==> src/rtl/vga_quadrant_scheduler.sv <==
// vga_quadrant_scheduler: queues colour commands and highlights one of the four
// play-field quadrants for ON_FRAMES frames, then keeps it dark for GAP_FRAMES frames.
// Optional macro QUAD_BORDER_EN draws a 4-pixel black cross between the quadrants.
module vga_quadrant_scheduler #(
  parameter int unsigned ON_FRAMES  = 30,
  parameter int unsigned GAP_FRAMES = 10,
  parameter int unsigned FIFO_DEPTH = 4
) (
  input  logic       VGA_CLK,
  input  logic       reset,
  input  logic [9:0] pix_x,
  input  logic [9:0] pix_y,
  input  logic       pix_active,
  input  logic       frame_start,
  input  logic       cmd_valid,
  input  logic [1:0] cmd_color,
  output logic       cmd_ready,
  input  logic       flush,
  output logic       busy,
  output logic       done,
  output logic [7:0] VGA_R,
  output logic [7:0] VGA_G,
  output logic [7:0] VGA_B
);

  localparam int unsigned PW = $clog2(FIFO_DEPTH);
  localparam int unsigned CW = PW + 1;
  localparam logic [7:0]  ON_INIT  = 8'(ON_FRAMES - 1);
  localparam logic [7:0]  GAP_INIT = 8'(GAP_FRAMES - 1);

  typedef enum logic [1:0] {S_IDLE, S_ON, S_GAP} state_t;

  state_t          state_q, state_d;
  logic [7:0]      frame_cnt_q, frame_cnt_d;
  logic [1:0]      active_color_q, active_color_d;
  logic            done_q, done_d;
  logic [1:0]      fifo_q [FIFO_DEPTH];
  logic [1:0]      fifo_d [FIFO_DEPTH];
  logic [PW-1:0]   wr_ptr_q, wr_ptr_d, rd_ptr_q, rd_ptr_d;
  logic [CW-1:0]   count_q, count_d;
  logic [7:0]      r_q, r_d, g_q, g_d, b_q, b_d;

  logic full, empty, push, pop;

  assign full      = (count_q == CW'(FIFO_DEPTH));
  assign empty     = (count_q == '0);
  assign cmd_ready = !full;
  assign push      = cmd_valid && !full && !flush;
  assign busy      = (state_q != S_IDLE) || !empty;
  assign done      = done_q;
  assign VGA_R     = r_q;
  assign VGA_G     = g_q;
  assign VGA_B     = b_q;

  // Sequencer: state moves only on frame boundaries so the picture never tears.
  always_comb begin
    state_d        = state_q;
    frame_cnt_d    = frame_cnt_q;
    active_color_d = active_color_q;
    done_d         = 1'b0;
    pop            = 1'b0;
    if (flush) begin
      state_d = S_IDLE;
    end else if (frame_start) begin
      case (state_q)
        S_IDLE: begin
          if (!empty) begin
            pop            = 1'b1;
            active_color_d = fifo_q[rd_ptr_q];
            frame_cnt_d    = ON_INIT;
            state_d        = S_ON;
          end
        end
        S_ON: begin
          if (frame_cnt_q == '0) begin
            frame_cnt_d = GAP_INIT;
            state_d     = S_GAP;
          end else begin
            frame_cnt_d = frame_cnt_q - 8'd1;
          end
        end
        S_GAP: begin
          if (frame_cnt_q != '0) begin
            frame_cnt_d = frame_cnt_q - 8'd1;
          end else if (!empty) begin
            pop            = 1'b1;
            active_color_d = fifo_q[rd_ptr_q];
            frame_cnt_d    = ON_INIT;
            state_d        = S_ON;
          end else begin
            state_d = S_IDLE;
            done_d  = 1'b1;
          end
        end
        default: state_d = S_IDLE;
      endcase
    end
  end

  // Command FIFO: circular buffer; flush empties it and drops a same-cycle push.
  always_comb begin
    fifo_d   = fifo_q;
    wr_ptr_d = wr_ptr_q;
    rd_ptr_d = rd_ptr_q;
    count_d  = count_q;
    if (flush) begin
      wr_ptr_d = '0;
      rd_ptr_d = '0;
      count_d  = '0;
    end else begin
      if (push) begin
        fifo_d[wr_ptr_q] = cmd_color;
        wr_ptr_d         = wr_ptr_q + PW'(1);
      end
      if (pop) begin
        rd_ptr_d = rd_ptr_q + PW'(1);
      end
      count_d = count_q + CW'(push) - CW'(pop);
    end
  end

  // Pixel colour: active quadrant at full brightness, the others at a quarter.
  always_comb begin
    logic [1:0]  quad;
    logic [23:0] base;
    quad = {pix_y >= 10'd240, pix_x >= 10'd320};
    case (quad)
      2'd0:    base = 24'h00FF00;
      2'd1:    base = 24'hFF0000;
      2'd2:    base = 24'hFFFF00;
      default: base = 24'h0000FF;
    endcase
    if (!((state_q == S_ON) && (quad == active_color_q))) begin
      base = {base[23:16] >> 2, base[15:8] >> 2, base[7:0] >> 2};
    end
    if (!pix_active) begin
      base = '0;
    end
`ifdef QUAD_BORDER_EN
    if ((pix_x >= 10'd318 && pix_x <= 10'd321) || (pix_y >= 10'd238 && pix_y <= 10'd241)) begin
      base = '0;
    end
`else
`endif
    r_d = base[23:16];
    g_d = base[15:8];
    b_d = base[7:0];
  end

  // State register for sequencer, FIFO and pixel outputs.
  always_ff @(posedge VGA_CLK) begin
    if (reset) begin
      state_q        <= S_IDLE;
      frame_cnt_q    <= '0;
      active_color_q <= '0;
      done_q         <= 1'b0;
      fifo_q         <= '{default: '0};
      wr_ptr_q       <= '0;
      rd_ptr_q       <= '0;
      count_q        <= '0;
      r_q            <= '0;
      g_q            <= '0;
      b_q            <= '0;
    end else begin
      state_q        <= state_d;
      frame_cnt_q    <= frame_cnt_d;
      active_color_q <= active_color_d;
      done_q         <= done_d;
      fifo_q         <= fifo_d;
      wr_ptr_q       <= wr_ptr_d;
      rd_ptr_q       <= rd_ptr_d;
      count_q        <= count_d;
      r_q            <= r_d;
      g_q            <= g_d;
      b_q            <= b_d;
    end
  end

endmodule

==> config.mk <==
export PLATFORM = sky130hd
export DESIGN_NAME = vga_quadrant_scheduler
export DESIGN_NICKNAME = d
export VERILOG_FILES = /design/src/rtl/vga_quadrant_scheduler.sv
export SDC_FILE = /design/constraint.sdc
export NUM_CORES = 1
export LEC_CHECK = 0
export CAP_MARGIN = 10
export CORE_MARGIN = 10
export CORE_UTILIZATION = 52
export CTS_CLUSTER_DIAMETER = 60
export DETAILED_ROUTE_END_ITERATION = 16
export GPL_TIMING_DRIVEN = 0
export PLACE_DENSITY = 0.87
export SLEW_MARGIN = 20
export SYNTH_ARGS = -nofsm -noshare
export SYNTH_HDL_FRONTEND = slang
export SYNTH_SLANG_ARGS = --single-unit
export TNS_END_PERCENT = 100
==> constraint.sdc <==
create_clock -name VGA_CLK -period 6.3 [get_ports VGA_CLK]
set_input_delay 1.26 -clock VGA_CLK [delete_from_list [all_inputs] [get_ports VGA_CLK]]
set_output_delay 1.26 -clock VGA_CLK [all_outputs]
set_load 0.05 [all_outputs]
==> results of run 1 <==
## worst paths after layout
check                                 start               endpoint
max                 state_q[0]$_SDFFE_PP0P_                   busy
min          active_color_q[0]$_SDFFE_PP0P_    VGA_G[6]$_SDFF_PP0_
max reg2reg     frame_cnt_q[0]$_SDFFE_PP0P_  count_q[2]$_SDFF_PP0_
min reg2reg  active_color_q[0]$_SDFFE_PP0P_    VGA_G[6]$_SDFF_PP0_
## state kept, by name (all words and copies together) (netlist names)
signal          flops
fifo_q              8
frame_cnt_q         8
count_q             3
VGA_B               2
VGA_G               2
VGA_R               2
active_color_q      2
rd_ptr_q            2
state_q             2
wr_ptr_q            2
done                1
## cell type report
cell class                      count  area, um2
Multi-Input combinational cell    150       1120
Fill cell                         284       1060
Sequential cell                    34        681
Timing Repair Buffer               44        440
Buffer                             26        173
Clock buffer                        5       68.8
Clock inverter                      3       68.8
Tap cell                           48       60.1
Inverter                           10       37.5
## report_power, final
| group | internal, mW | switching (mW) |
|---|---|---|
| Sequential | 0.219 | 0.00500 |
| Combinational | 0.0402 | 0.0532 |
| Clock | 0.159 | 0.0877 |
| Total | 0.418 | 0.146 |
## routing by layer
metal,part of all wire [%],routed length [um],up-vias,GRT usage (%)
li1,-,-,887,-
met1,40,1940,848,16.4
met2,52,2530,56,26.0
met3,5.3,258,13,3.46
met4,2.3,111,0,7.48
met5,0,0,-,0
## metrics by stage
step / cell area (um2) / cells / setup slack (ps) / power, mW
after floorplan: 2010 / 220 / 3270 / 0.289
after global placement: 2510 / 312 / 2550 / 0.319
after detailed placement: 2510 / 312 / 2500 / 0.322
after CTS: 2650 / 320 / 2800 / 0.565
after global routing: 2650 / 320 / 2610 / 0.579
final: 2650 / 320 / 2800 / 0.564
## Yosys cell counts, drive strengths merged (2+ instances only)
master / number / area (um2)
a211oi: 2 / 15.0
a21oi: 11 / 55.1
a31oi: 4 / 31.3
and2: 3 / 18.8
buf: 19 / 146
clkbuf: 7 / 26.3
dfxtp: 34 / 681
ha: 13 / 163
inv: 10 / 37.5
mux2i: 10 / 100
mux4: 2 / 45.0
nand2: 14 / 55.1
nand3: 3 / 15.0
nand4: 4 / 25.0
nand4b: 5 / 43.8
nor2: 19 / 71.3
nor2b: 3 / 18.8
nor3: 3 / 25.0
nor3b: 3 / 22.5
nor4: 4 / 25.0
nor4b: 3 / 41.3
o211ai: 4 / 30.0
o21ai: 7 / 35.0
o221a: 2 / 22.5
o31ai: 3 / 22.5
or2: 2 / 12.5
or3: 4 / 25.0
or3b: 2 / 17.5
or4b: 2 / 20.0
xnor2: 2 / 17.5
xor2: 3 / 26.3
## cells by family (layout without fill, tap and decap cells)
| logic type | after synthesis | count (layout) | synth area share [%] |
|---|---|---|---|
| and+or+nand+nor | 77 | 77 | 22.9 |
| AOI/OAI and AO/OA | 42 | 42 | 14.4 |
| buffers and inverters | 36 | 88 | 10.4 |
| DFF | 34 | 34 | 33.8 |
| adders and majority gates | 14 | 14 | 9.07 |
| muxes | 12 | 12 | 7.21 |
| xor gates and xnor gates | 5 | 5 | 2.17 |
## worst max-delay path: cells and delay by family (launching register included)
kind                       cells  cell delay (ps)
buffers and inverters          2              820
and+or+nand+nor                1              490
DFF                            1              360
adders and majority gates      1              280
==> metrics.md, run 1 <==
| Metric | Value |
|---|---|
| Status | finished, final reports clean |
| Initial antenna violation count | 0 |
| Die Ht | between 80 and 90 um |
| Initial DRC count | between 150 and 200 |
| CTS sink count | 34 |
| Die area | between 0.006 and 0.007 mm2 |
| Synthesis-to-finish area growth | 31.7% |
| Vias in the first global route | about 1800 |
| Routed WL per cell | about 15 um |
| Total global routing overflow | 0 |
| Fin crit period | 3500 ps |
| CP endpoint kind | output pin |
| Synth Net Count | approximately 260 |
| Post-Syn Instances | 220 |
| Number of buffers created by CTS | 5 |
| Register area share after synthesis | roughly 34% |
| First-pass GRT wire length | approximately 8000 um |
| DRC | 0 |
| Yosys reg bits | 34 |
| Max Freq | between 200 and 300 MHz |
| P_leak | roughly 1.1 nW |
| Setup Viol. Count Final | 0 |
| Slew headroom | a little under three fifths |
| Setup Fix Bufs, Post-CTS | 0 |
| Critical Path Max Stage Delay | approximately 720 ps |
| Mapped Avg Cell Area | between 9 and 10 um2 |
| Cell Area, Synth | 0.00201 mm2 |
| R2r setup slk | roughly 3600 ps |
| Clk Latency, worst-skew pair | ~300 ps |
| Crit-path slowest cell | clkdlybuf4s50_1 |
| Global Route Usage Sum | between 10% and 20% |
| Clock Root Buffer | clkbuf_8 |
| Commonest non-fill, non-tap cell in the layout | clkdlybuf4s50_1 |
| Critical-path cell list | inv_1 -> ha_1 -> or4b_1 -> clkdlybuf4s50_1 |
| EDFF count, synth | 0 |
| DIE WIDTH | ~80 um |
| Deepest clock path buffer count | 2 |
| Max Transition Viols Final | 0 |
| Hold WC Path Type | reg2reg |
| Core Footprint | 0.00372 mm2 |
| Final HPWL DP | around 3700 um |
| FP Rows | 22 |
| WL final | about 4800 um |
| Critical Path RT | 5040 ps |
| Post_cts resized | 0 |
| Proportion of layout cells with a drive suffix above 1 | about an eighth |
| Prevailing post-synth register cell | dfxtp_1 |
| RSZ-0062 raised after global routing | no |
| Pin count of the biggest net entering global routing | 13 |
| WS Path Type | reg2out |
| Worst Setup Start Kind | register |
| Final GP Congestion | 0.839 |
| Input/output buffers | 44 |
| TritonCTS clock tree | done |
| CP arrival | between 2000 and 2500 ps |
| Initial Utilization | ~54% |
| Most frequent cells in the layout | 44 x clkdlybuf4s50_1, 34 x dfxtp_1, 19 x nor2_1 |
| Drt pass-1 iters | 4 |
| Setup tns final | 0 ps |
| Worst VDD drop | ~130 uV |
| Max-cap viol count | 0 |
| WHS | around 490 ps |
| Post-CTS Hold Buffers | 0 |
| Async SR Flop Fraction | 0% |
| Crit share post-route | a little under three fifths |
| Nets@finish | 313 |
| Fin Clk Skew | 6.67 ps |
| PwrDens | about 210 mW/mm2 |
| R2R cell count | 13 |
| Endpoints failing hold | 0 |
| Ys Warns | 0 |
| H-tree depth | 2 |
| Io pins | 55 |
| Remaining antenna violation count | 0 |
| Routed vias | 1804 |
| Clk pin slew, worst setup/hold paths | approximately 70 ps |
| Hold Path Stages | 1 |
| ANT cells | 0 |
| Netlist cell types | 51 |
| Slew at the pin closest to its max-slew limit | about 660 ps |
| Largest fanout on the critical path | 5 |
| Final Util | 71.4% |
| Routed vias/inst | about 5.6 |
Note: power is estimated with default switching activity, not from simulation.
==> run 2: changes to the inputs <==
Settings changed: CORE_UTILIZATION 52 to 43, PLACE_DENSITY 0.87 to 0.77.
Clock period 6.3 ns to 3.05 ns, I/O delays scaled along.
==> run 2 against run 1 <==
Net effect: clock skew is 0.93 ps higher; sequential share of layout area hardly changed; total power is 110% higher; cell area is 0.19% higher; register-to-register slack worse by 3300 ps; die area is 16% higher; combinational power is 110% higher.
==> metrics.md, run 2 (same netlist as run 1, synthesis figures left out) <==
| Metric | Value |
|---|---|
| Status | finished, final reports clean (unchanged) |
| DP Cell Count | 316 (was 312) |
| ANT cells | 0 (unchanged) |
| Deepest clock path buffer count | 2 (unchanged) |
| Critical Path Max Stage Delay | 740 ps (was 720 ps) |
| Proportion of layout cells with a drive suffix above 1 | 13.2% (unchanged) |
| P_leak | 1.08 nW (unchanged) |
| FP Rows | 24 (was 22) |
| DIE WIDTH | 88.4 um (was 82.2 um) |
| Max-cap viol count | 0 (unchanged) |
| Io pins | 55 (unchanged) |
| Final GP Congestion | 0.852 (was 0.839) |
| Die area | 0.00782 mm2 (was 0.00676 mm2) |
| Clk Latency, worst-skew pair | 300 ps (about the same) |
| Register area | 681 um2 (unchanged) |
| WL final | 4850 um (was 4840 um) |
| Fin crit period | roughly 2800 ps |
| Core Footprint | 0.00444 mm2 (was 0.00372 mm2) |
| Critical Path RT | 2440 ps (was 5040 ps) |
| Max Freq | between 300 and 400 MHz |
| Most frequent cells in the layout | 44 x clkdlybuf4s50_1, 34 x dfxtp_1, 19 x nor2_1 (unchanged) |
| RSZ-0062 raised after global routing | no (unchanged) |
| Remaining antenna violation count | 0 (unchanged) |
| Endpoints failing hold | 0 (unchanged) |
| Max Transition Viols Final | 0 (unchanged) |
| Fill count | 389 (was 284) |
| Crit share post-route | between 90 and 100% |
| Family with the most delay on the worst path | buffers and inverters (unchanged) |
| Final HPWL DP | 3820 um (was 3700 um) |
| Number of buffers created by CTS | 5 (unchanged) |
| Hold WC Path Type | reg2reg (unchanged) |
| Worst VDD drop | 356 uV (was 129 uV) |
| Setup Viol. Count Final | 0 (unchanged) |
| Synthesis-to-finish area growth | 31.9% (was 31.7%) |
| Input/output buffers | 44 (unchanged) |
| Drt pass-1 iters | 4 (unchanged) |
| Setup tns final | 0 ps (unchanged) |
| Commonest non-fill, non-tap cell in the layout | clkdlybuf4s50_1 (unchanged) |
| Initial Utilization | 45.3% (was 54.2%) |
| Vias in the first global route | 1704 (was 1816) |
| CTS sink count | 34 (unchanged) |
| Nets@finish | 313 (unchanged) |
| Slew headroom | 58.2% (was 55.4%) |
| Largest fanout on the critical path | 5 (unchanged) |
| Non-Filler Instances | 324 (was 320) |
| Regs by FF count | fifo_q: 8 flops, frame_cnt_q: 8 flops, count_q: 3 flops (unchanged) |
| Initial DRC count | 131 (was 190) |
| WS Path Type | reg2out (unchanged) |
| Critical-path cell list | inv_1 -> ha_1 -> or4b_1 -> clkdlybuf4s50_1 (unchanged) |
| DRC | 0 (unchanged) |
| Die Ht | 88.4 um (was 82.2 um) |
| Total global routing overflow | 0 (unchanged) |
| CP arrival | 2220 ps (was 2240 ps) |
| Routed WL per cell | 15.0 um (was 15.1 um) |
| Global Route Usage Sum | 13.1% (was 14.9%) |
| Clock Root Buffer | clkbuf_8 (unchanged) |
| Routed vias/inst | 5.52 (was 5.64) |
| Clk pin slew, worst setup/hold paths | 80 ps (was 70 ps) |
| Post-CTS Hold Buffers | 0 (unchanged) |
| CP endpoint kind | output pin (unchanged) |
| Slew at the pin closest to its max-slew limit | 623 ps (was 664 ps) |
| Setup Fix Bufs, Post-CTS | 0 (unchanged) |
| Fin Clk Skew | 7.60 ps (was 6.67 ps) |
| Post_cts resized | 0 (unchanged) |
| Buf/Inv on CP | 2 (unchanged) |
| Multi-input logic area | 0.00112 mm2 (unchanged) |
| Crit-path slowest cell | clkdlybuf4s50_1 (unchanged) |
| TritonCTS clock tree | done (unchanged) |
| H-tree depth | 2 (unchanged) |
| Initial antenna violation count | 0 (unchanged) |
| PwrDens | 440 mW/mm2 (was 212 mW/mm2) |
| Routed vias | 1787 (was 1804) |
| Pin count of the biggest net entering global routing | 13 (unchanged) |
| Worst Setup Start Kind | register (unchanged) |
| First-pass GRT wire length | 8160 um (was 8000 um) |
-- run 2: layer usage --
metal	global-route usage, %	wire [um]
met1	14.4	1990
met2	22.8	2610
met3	4.14	164
met4	5.29	93
met5	0	0
-- run 2: path summary, 6_finish.rpt --
path / start / end / slack (ps) / cells after the start
setup / recovery: state_q[0]$_SDFFE_PP0P_ / busy / 220 / 4
hold / removal: active_color_q[0]$_SDFFE_PP0P_ / VGA_G[6]$_SDFF_PP0_ / 490 / 1
setup reg to reg: frame_cnt_q[0]$_SDFFE_PP0P_ / count_q[2]$_SDFF_PP0_ / 270 / 13
hold reg to reg: active_color_q[0]$_SDFFE_PP0P_ / VGA_G[6]$_SDFF_PP0_ / 490 / 1
-- run 2: area by class of cell --
class | count | area share [%]
timing repair buffer | 44 | 16.6
buffer | 26 | 6.50
sequential | 34 | 25.6
clock buffer | 5 | 2.59
multi-input combinational | 150 | 42.3
inverter | 10 | 1.41
clock inverter | 3 | 2.59
tap | 52 | 2.45
-- run 2: through the flow --
stage	setup slack (ps)	power, mW	hold WS, ps	area [um2]	util, %
floorplan	167	0.596	442	2010	-
global placement	-64.0	0.660	472	2520	56.7
detailed placement	-93.8	0.664	480	2520	56.7
CTS	204	1.18	490	2660	59.8
global route	24.9	1.22	510	2660	59.8
finish	215	1.17	490	2660	59.8
-- run 2: power by group --
group	switching, mW	internal, mW
clock	0.187	0.328
sequential	0.0102	0.452
combinational	0.109	0.0829
total	0.307	0.862
